**config.mk**
```make
export PLATFORM = sky130hd
export DESIGN_NAME = intr_ctrl_target
export DESIGN_NICKNAME = d
export VERILOG_FILES = /design/src/rtl/intr_ctrl_pkg.sv /design/src/rtl/intr_ctrl_gateway.sv /design/src/rtl/intr_ctrl_target.sv
export SDC_FILE = /design/constraint.sdc
export NUM_CORES = 1
export LEC_CHECK = 0
export CELL_PAD_IN_SITES_DETAIL_PLACEMENT = 1
export CELL_PAD_IN_SITES_GLOBAL_PLACEMENT = 2
export CORE_ASPECT_RATIO = 2
export CORE_MARGIN = 2
export CORE_UTILIZATION = 29
export CTS_BUF_LIST = sky130_fd_sc_hd__clkbuf_4 sky130_fd_sc_hd__clkbuf_8 sky130_fd_sc_hd__clkbuf_16
export DETAILED_ROUTE_END_ITERATION = 16
export GPL_TIMING_DRIVEN = 0
export PLACE_DENSITY_LB_ADDON = 0.05
export REMOVE_ABC_BUFFERS = 1
export SYNTH_ARGS = -nofsm -noshare
export SYNTH_HDL_FRONTEND = slang
export SYNTH_SLANG_ARGS = --single-unit
```
**constraint.sdc**
```tcl
create_clock -name clk_i -period 17.2 [get_ports clk_i]
set_clock_uncertainty 0.05 [all_clocks]
set_input_delay 2.58 -clock clk_i [delete_from_list [all_inputs] [get_ports clk_i]]
set_output_delay 2.58 -clock clk_i [all_outputs]
set_load 0.05 [all_outputs]
```
**src/rtl/intr_ctrl_pkg.sv**
```systemverilog
// Shared types and helpers for the interrupt controller target.
package intr_ctrl_pkg;

  typedef enum logic [1:0] {
    GwIdle    = 2'd0,
    GwPending = 2'd1,
    GwInsvc   = 2'd2
  } gw_state_e;

  localparam int unsigned IdNone = 0;

  function automatic int unsigned id_width(input int unsigned num_src);
    return $clog2(num_src + 1);
  endfunction

endpackage

```
**src/rtl/intr_ctrl_gateway.sv**
```systemverilog
// Per-source gateway: IDLE/PENDING/INSVC FSM. Edge detection and the
// deferred-edge bit exist only when INTR_CTRL_EDGE_EN is defined.
module intr_ctrl_gateway
  import intr_ctrl_pkg::*;
(
  input  logic clk_i,
  input  logic rst_i,
  input  logic intr_i,
  input  logic le_i,
  input  logic claim_i,
  input  logic complete_i,
  output logic pending_o
);

  gw_state_e state_q, state_d;
  logic      trig;
  logic      rearm;

`ifdef INTR_CTRL_EDGE_EN
  logic intr_dly_q, intr_dly_d;
  logic defer_q, defer_d;
  logic rise;

  assign rise       = intr_i & ~intr_dly_q;
  assign intr_dly_d = intr_i;
  assign trig       = le_i ? rise : intr_i;
  // An edge landing on the completion cycle counts as deferred, otherwise it would be lost.
  assign rearm      = defer_q | (le_i & rise);

  always_comb begin
    defer_d = defer_q;
    if (state_q != GwInsvc || complete_i) begin
      defer_d = 1'b0;
    end else if (le_i && rise) begin
      defer_d = 1'b1;
    end
  end

  always_ff @(posedge clk_i) begin
    if (rst_i) begin
      intr_dly_q <= 1'b0;
      defer_q    <= 1'b0;
    end else begin
      intr_dly_q <= intr_dly_d;
      defer_q    <= defer_d;
    end
  end
`else
  logic unused_le;
  assign unused_le = le_i;
  assign trig      = intr_i;
  assign rearm     = 1'b0;
`endif

  always_comb begin
    state_d = state_q;
    case (state_q)
      GwIdle:    if (trig)       state_d = GwPending;
      GwPending: if (claim_i)    state_d = GwInsvc;
      GwInsvc:   if (complete_i) state_d = rearm ? GwPending : GwIdle;
      default:                   state_d = GwIdle;
    endcase
  end

  always_ff @(posedge clk_i) begin
    if (rst_i) begin
      state_q <= GwIdle;
    end else begin
      state_q <= state_d;
    end
  end

  assign pending_o = (state_q == GwPending);

endmodule

```
**src/rtl/intr_ctrl_target.sv**
```systemverilog
// Interrupt target: NumSrc gateways plus a registered priority arbiter.
// Optional edge-trigger support is enabled with INTR_CTRL_EDGE_EN.
module intr_ctrl_target
  import intr_ctrl_pkg::*;
#(
  parameter  int unsigned NumSrc = 8,
  parameter  int unsigned PrioW  = 3,
  localparam int unsigned IdW    = id_width(NumSrc)
) (
  input  logic                    clk_i,
  input  logic                    rst_i,
  input  logic [NumSrc-1:0]       intr_i,
  input  logic [NumSrc-1:0]       le_i,
  input  logic [NumSrc-1:0]       ie_i,
  input  logic [NumSrc*PrioW-1:0] prio_i,
  input  logic [PrioW-1:0]        threshold_i,
  input  logic                    claim_i,
  input  logic                    complete_i,
  input  logic [IdW-1:0]          complete_id_i,
  output logic [NumSrc-1:0]       ip_o,
  output logic                    irq_o,
  output logic [IdW-1:0]          irq_id_o
);

  logic           irq_q, irq_d;
  logic [IdW-1:0] irq_id_q, irq_id_d;
  logic           claim_hit;
  logic [PrioW-1:0] prio, best_prio;

  assign claim_hit = claim_i && (irq_id_q != IdW'(IdNone));

  for (genvar g = 0; g < NumSrc; g++) begin : g_gw
    intr_ctrl_gateway u_gw (
      .clk_i      (clk_i),
      .rst_i      (rst_i),
      .intr_i     (intr_i[g]),
      .le_i       (le_i[g]),
      .claim_i    (claim_hit && (irq_id_q == IdW'(g + 1))),
      .complete_i (complete_i && (complete_id_i == IdW'(g + 1))),
      .pending_o  (ip_o[g])
    );
  end

  // The source being claimed this edge is masked so its ID is never presented again.
  always_comb begin
    irq_id_d  = IdW'(IdNone);
    best_prio = '0;
    prio      = '0;
    for (int unsigned i = 0; i < NumSrc; i++) begin
      prio = prio_i[i*PrioW +: PrioW];
      if (ip_o[i] && ie_i[i] && (prio > threshold_i) && (prio > best_prio) &&
          !(claim_hit && (irq_id_q == IdW'(i + 1)))) begin
        best_prio = prio;
        irq_id_d  = IdW'(i + 1);
      end
    end
    irq_d = (irq_id_d != IdW'(IdNone));
  end

  always_ff @(posedge clk_i) begin
    if (rst_i) begin
      irq_q    <= 1'b0;
      irq_id_q <= '0;
    end else begin
      irq_q    <= irq_d;
      irq_id_q <= irq_id_d;
    end
  end

  assign irq_o    = irq_q;
  assign irq_id_o = irq_id_q;

endmodule

```
==> metrics.md <==
| Metric | Value |
|---|---|
| Yosys reg bits | `21` |
| DRC viols | `0` |
| Worst hold path type | `flip-flop to flip-flop` |
| CTS resizes | `0` |
| Max Cap Viol | `0` |
| Final #Nets | `470` |
| Post-placement cell area | `approximately 3100 sq um` |
| Hold Path Origin | `g_gw[0].u_gw.state_q[1]` |
| Mapped Cells | `317` |
| Clk sinks | `21` |
| R2R cell count | `46` |
| Worst r2r dst | `irq_o` |
| Post-Layout Cell Count | `469` |
| Met1 global-route usage | `0.185` |
| CTS tree | `done` |
| Placed cell count | `465` |
| Setup violators final | `0` |
| Max Clock Freq | `76.6 MHz` |
| Fin Hold WS | `~420 ps` |
| Cell area after synthesis | `2470 sq um` |
| Starting DRT DRC Count | `40` |
| Initial Util | `0.298` |
| CP arrival | `13180 ps` |
| Sum Neg Setup Slack | `0 ps` |
| Slew headroom | `0.522` |
| DR vias | `2453` |
| Synth Flop Type | `dfxtp_1` |
| Max Slew Vio Count | `0` |
| Die Span Y | `135 microns` |
| EDFF count, synth | `0` |
| Total wire length | `7.65 mm` |
| Critical Path Start Type | `input pin` |
| Num ports | `72` |
| CTS buffer count | `3` |
| Worst-path maximum fanout | `8` |
| Max clock buf depth | `2` |
| Worst path required time | `17320 ps` |
| Met2 usage | `0.340` |
| Post-DR wirelength/cell | `16.3 microns` |
| Skew-Pair Late Insertion Delay | `260 ps` |
| Worst setup EP type | `flip-flop` |
| Distinct cells, synth | `53` |
| Ys async rst share | `0` |
| Largest area contributor in the netlist | `ha_1` |
| Design Area, Final | `3220 sq um` |
| Synth area leaders | `ha_1, dfxtp_1, a21oi_1` |
| CP dominant cell by count | `ha_1` |
| Yosys Warn Count | `0` |
| Antenna-violating nets left | `0` |
| Layout area overhead | `30.2%` |
| Slew @ Worst Pin | `715 ps` |
| IO Port Bufs | `63` |
| Die X | `69.3 microns` |
| DP HPWL | `6.68 mm` |
| Depth of the worst hold-timing path | `1` |
| Register area share after synthesis | `0.170` |
| First-pass GRT wire length | `12.7 mm` |
| Multi-input combinational cell area | `1850 sq um` |
| Post-layout util | `0.388` |
| Overall routing resource usage | `0.169` |
| Clk slew on worst S/H paths | `60 ps` |
| Seq. cell area | `about 420 sq um` |
| Root buffer cell | `clkbuf_16` |
| Critical setup path kind | `input pin to flip-flop` |
| Initial antenna violation count | `0` |
| Share of cells above drive strength 1 | `0.0566` |
| GPL Wtd Cong | `0.753` |
| Final Hold Vio Count | `0` |
| CTS HTree Levels | `1` |
| PwrDens | `57.6 nW/um^2` |
| CTS Hold Buffers Added | `0` |
| Post-synth top area share | `0.198` |
| ANT cells | `0` |
| Leakage | `~1.4 nW` |
| Router iterations before antenna repair | `4` |
| Die ar. | `9320 sq um` |
| Fillers | `a little over 1000` |
| R2r setup slk | `6960 ps` |
| Slowest stage cell, crit path | `or3_1` |
| Hold-critical path endpoint | `g_gw[0].u_gw.state_q[0]` |
| Via count of the first global-routing pass | `2557` |
| Largest net degree at the start of global routing | `20` |
| Total gr overflow | `0` |
| Fin crit period | `13060 ps` |
| Drt via density | `roughly 5.2` |
| FP Rows | `between 40 and 50` |
| Fin crit share | `0.759` |
| Core area | `8290 sq um` |
| Run status | `finished, final reports clean` |
| Synthesized area per cell | `7.79 sq um` |
| Setup Buffers After CTS | `0` |
| Met3 Use GR | `0.00896` |
| VDD IR max | `50.4 uV` |
| Crit-path max cell delay | `510 ps` |
| Reg2reg start | `irq_id_o[2]` |
| Grt peak-use layer | `met2` |
| RSZ-0062 raised after global routing | `false` |
-- cells by family (layout without fill, tap and decap cells) --
group                      Yosys count  in the layout  share of synthesized area
AOI/OAI and AO/OA                   74             74                      0.204
adders and majority gates           40             40                      0.202
buffers and inverters               42             96                     0.0790
DFF                                 21             21                      0.170
muxes                               11             11                     0.0537
and+or+nand+nor                    129            129                      0.291
-- Yosys cell counts (2+ instances only) --
master / n
nand3b_1: 5
and2_1: 3
and2b_1: 2
o21a_1: 4
and3_1: 6
a41oi_1: 2
nor2_1: 34
nor3b_1: 5
mux2i_1: 5
o21ai_0: 9
nor4_1: 2
a2111oi_0: 7
nor3_1: 5
nand2_1: 17
nand4_1: 3
mux2_2: 2
clkbuf_1: 4
or2_2: 2
ha_1: 39
mux2_4: 4
a2bb2oi_1: 2
buf_4: 8
nor2b_1: 16
dfxtp_1: 21
inv_1: 29
nand3_1: 19
a31oi_1: 4
a21oi_1: 27
a211oi_1: 3
a21o_1: 5
-- per-layer routing --
layer,wire length (microns),vias to the layer above
li1,-,1257
met3,145,5
met4,100,0
met5,0,-
met2,4450,36
met1,2960,1155
-- worst max path at each step --
stage,startpoint,end,depth (start not counted)
after floorplan,threshold_i[2],irq_id_o[1],47
after global placement,threshold_i[0],irq_o,48
after detailed placement,threshold_i[2],irq_o,49
after CTS,threshold_i[2],irq_o,49
after global routing,threshold_i[1],irq_o,48
final,threshold_i[2],irq_o,49
-- sequential cells by signal, summed over array words and instances (netlist names) --
signal             cells
irq_o                  1
irq_id_o               4
g_gw.u_gw.state_q     16
-- critical path, delay by kind of cell --
family / cells / cell delay, ps
fa+ha+maj: 9 / 2410
mux: 5 / 1510
simple gates: 15 / 2850
compound gates: 15 / 2870
buf+inv: 5 / 930
-- power by group --
group	switching [mW]	internal, mW
registers	0.00382	0.0516
clock network	0.0193	0.0313
logic	0.0424	0.0370
total	0.0655	0.120
-- placed cells by master (no fill, tap or decap), types with 2 or more instances in the layout --
master,synthesis,routed
and2_1,3,3
a2111oi_0,7,7
clkbuf_16,0,3
nand2_1,17,17
ha_1,39,39
nor3b_1,5,5
a2bb2oi_1,2,2
a21o_1,5,5
mux2i_1,5,5
inv_1,29,29
nand3b_1,5,5
a31oi_1,4,4
nor2_1,34,34
mux2_2,2,2
o21a_1,4,4
nor3_1,5,5
mux2_4,4,4
nor4_1,2,2
and3_1,6,6
nand4_1,3,3
nand3_1,19,19
nor2b_1,16,16
o21ai_0,9,9
and2b_1,2,2
or2_2,2,2
dfxtp_1,21,21
a211oi_1,3,3
clkdlybuf4s50_1,0,63
a21oi_1,27,27
a41oi_1,2,2
-- layout make-up --
class | instances | share of cell area
Timing Repair Buffer | 63 | 0.196
Inverter | 29 | 0.0338
Clock buffer | 3 | 0.0233
Sequential cell | 21 | 0.131
Tap cell | 98 | 0.0381
Multi-Input combinational cell | 254 | 0.576
Clock inverter | 1 | 0.00156
-- through the flow --
| stage | setup WS [ps] | total power, mW |
|---|---|---|
| after floorplan | 5740 | 0.105 |
| after global placement | 3720 | 0.136 |
| after detailed placement | 3700 | 0.137 |
| after CTS | 3930 | 0.189 |
| after global routing | 3140 | 0.198 |
| final | 4140 | 0.185 |
(Power assumes the default switching activity.)
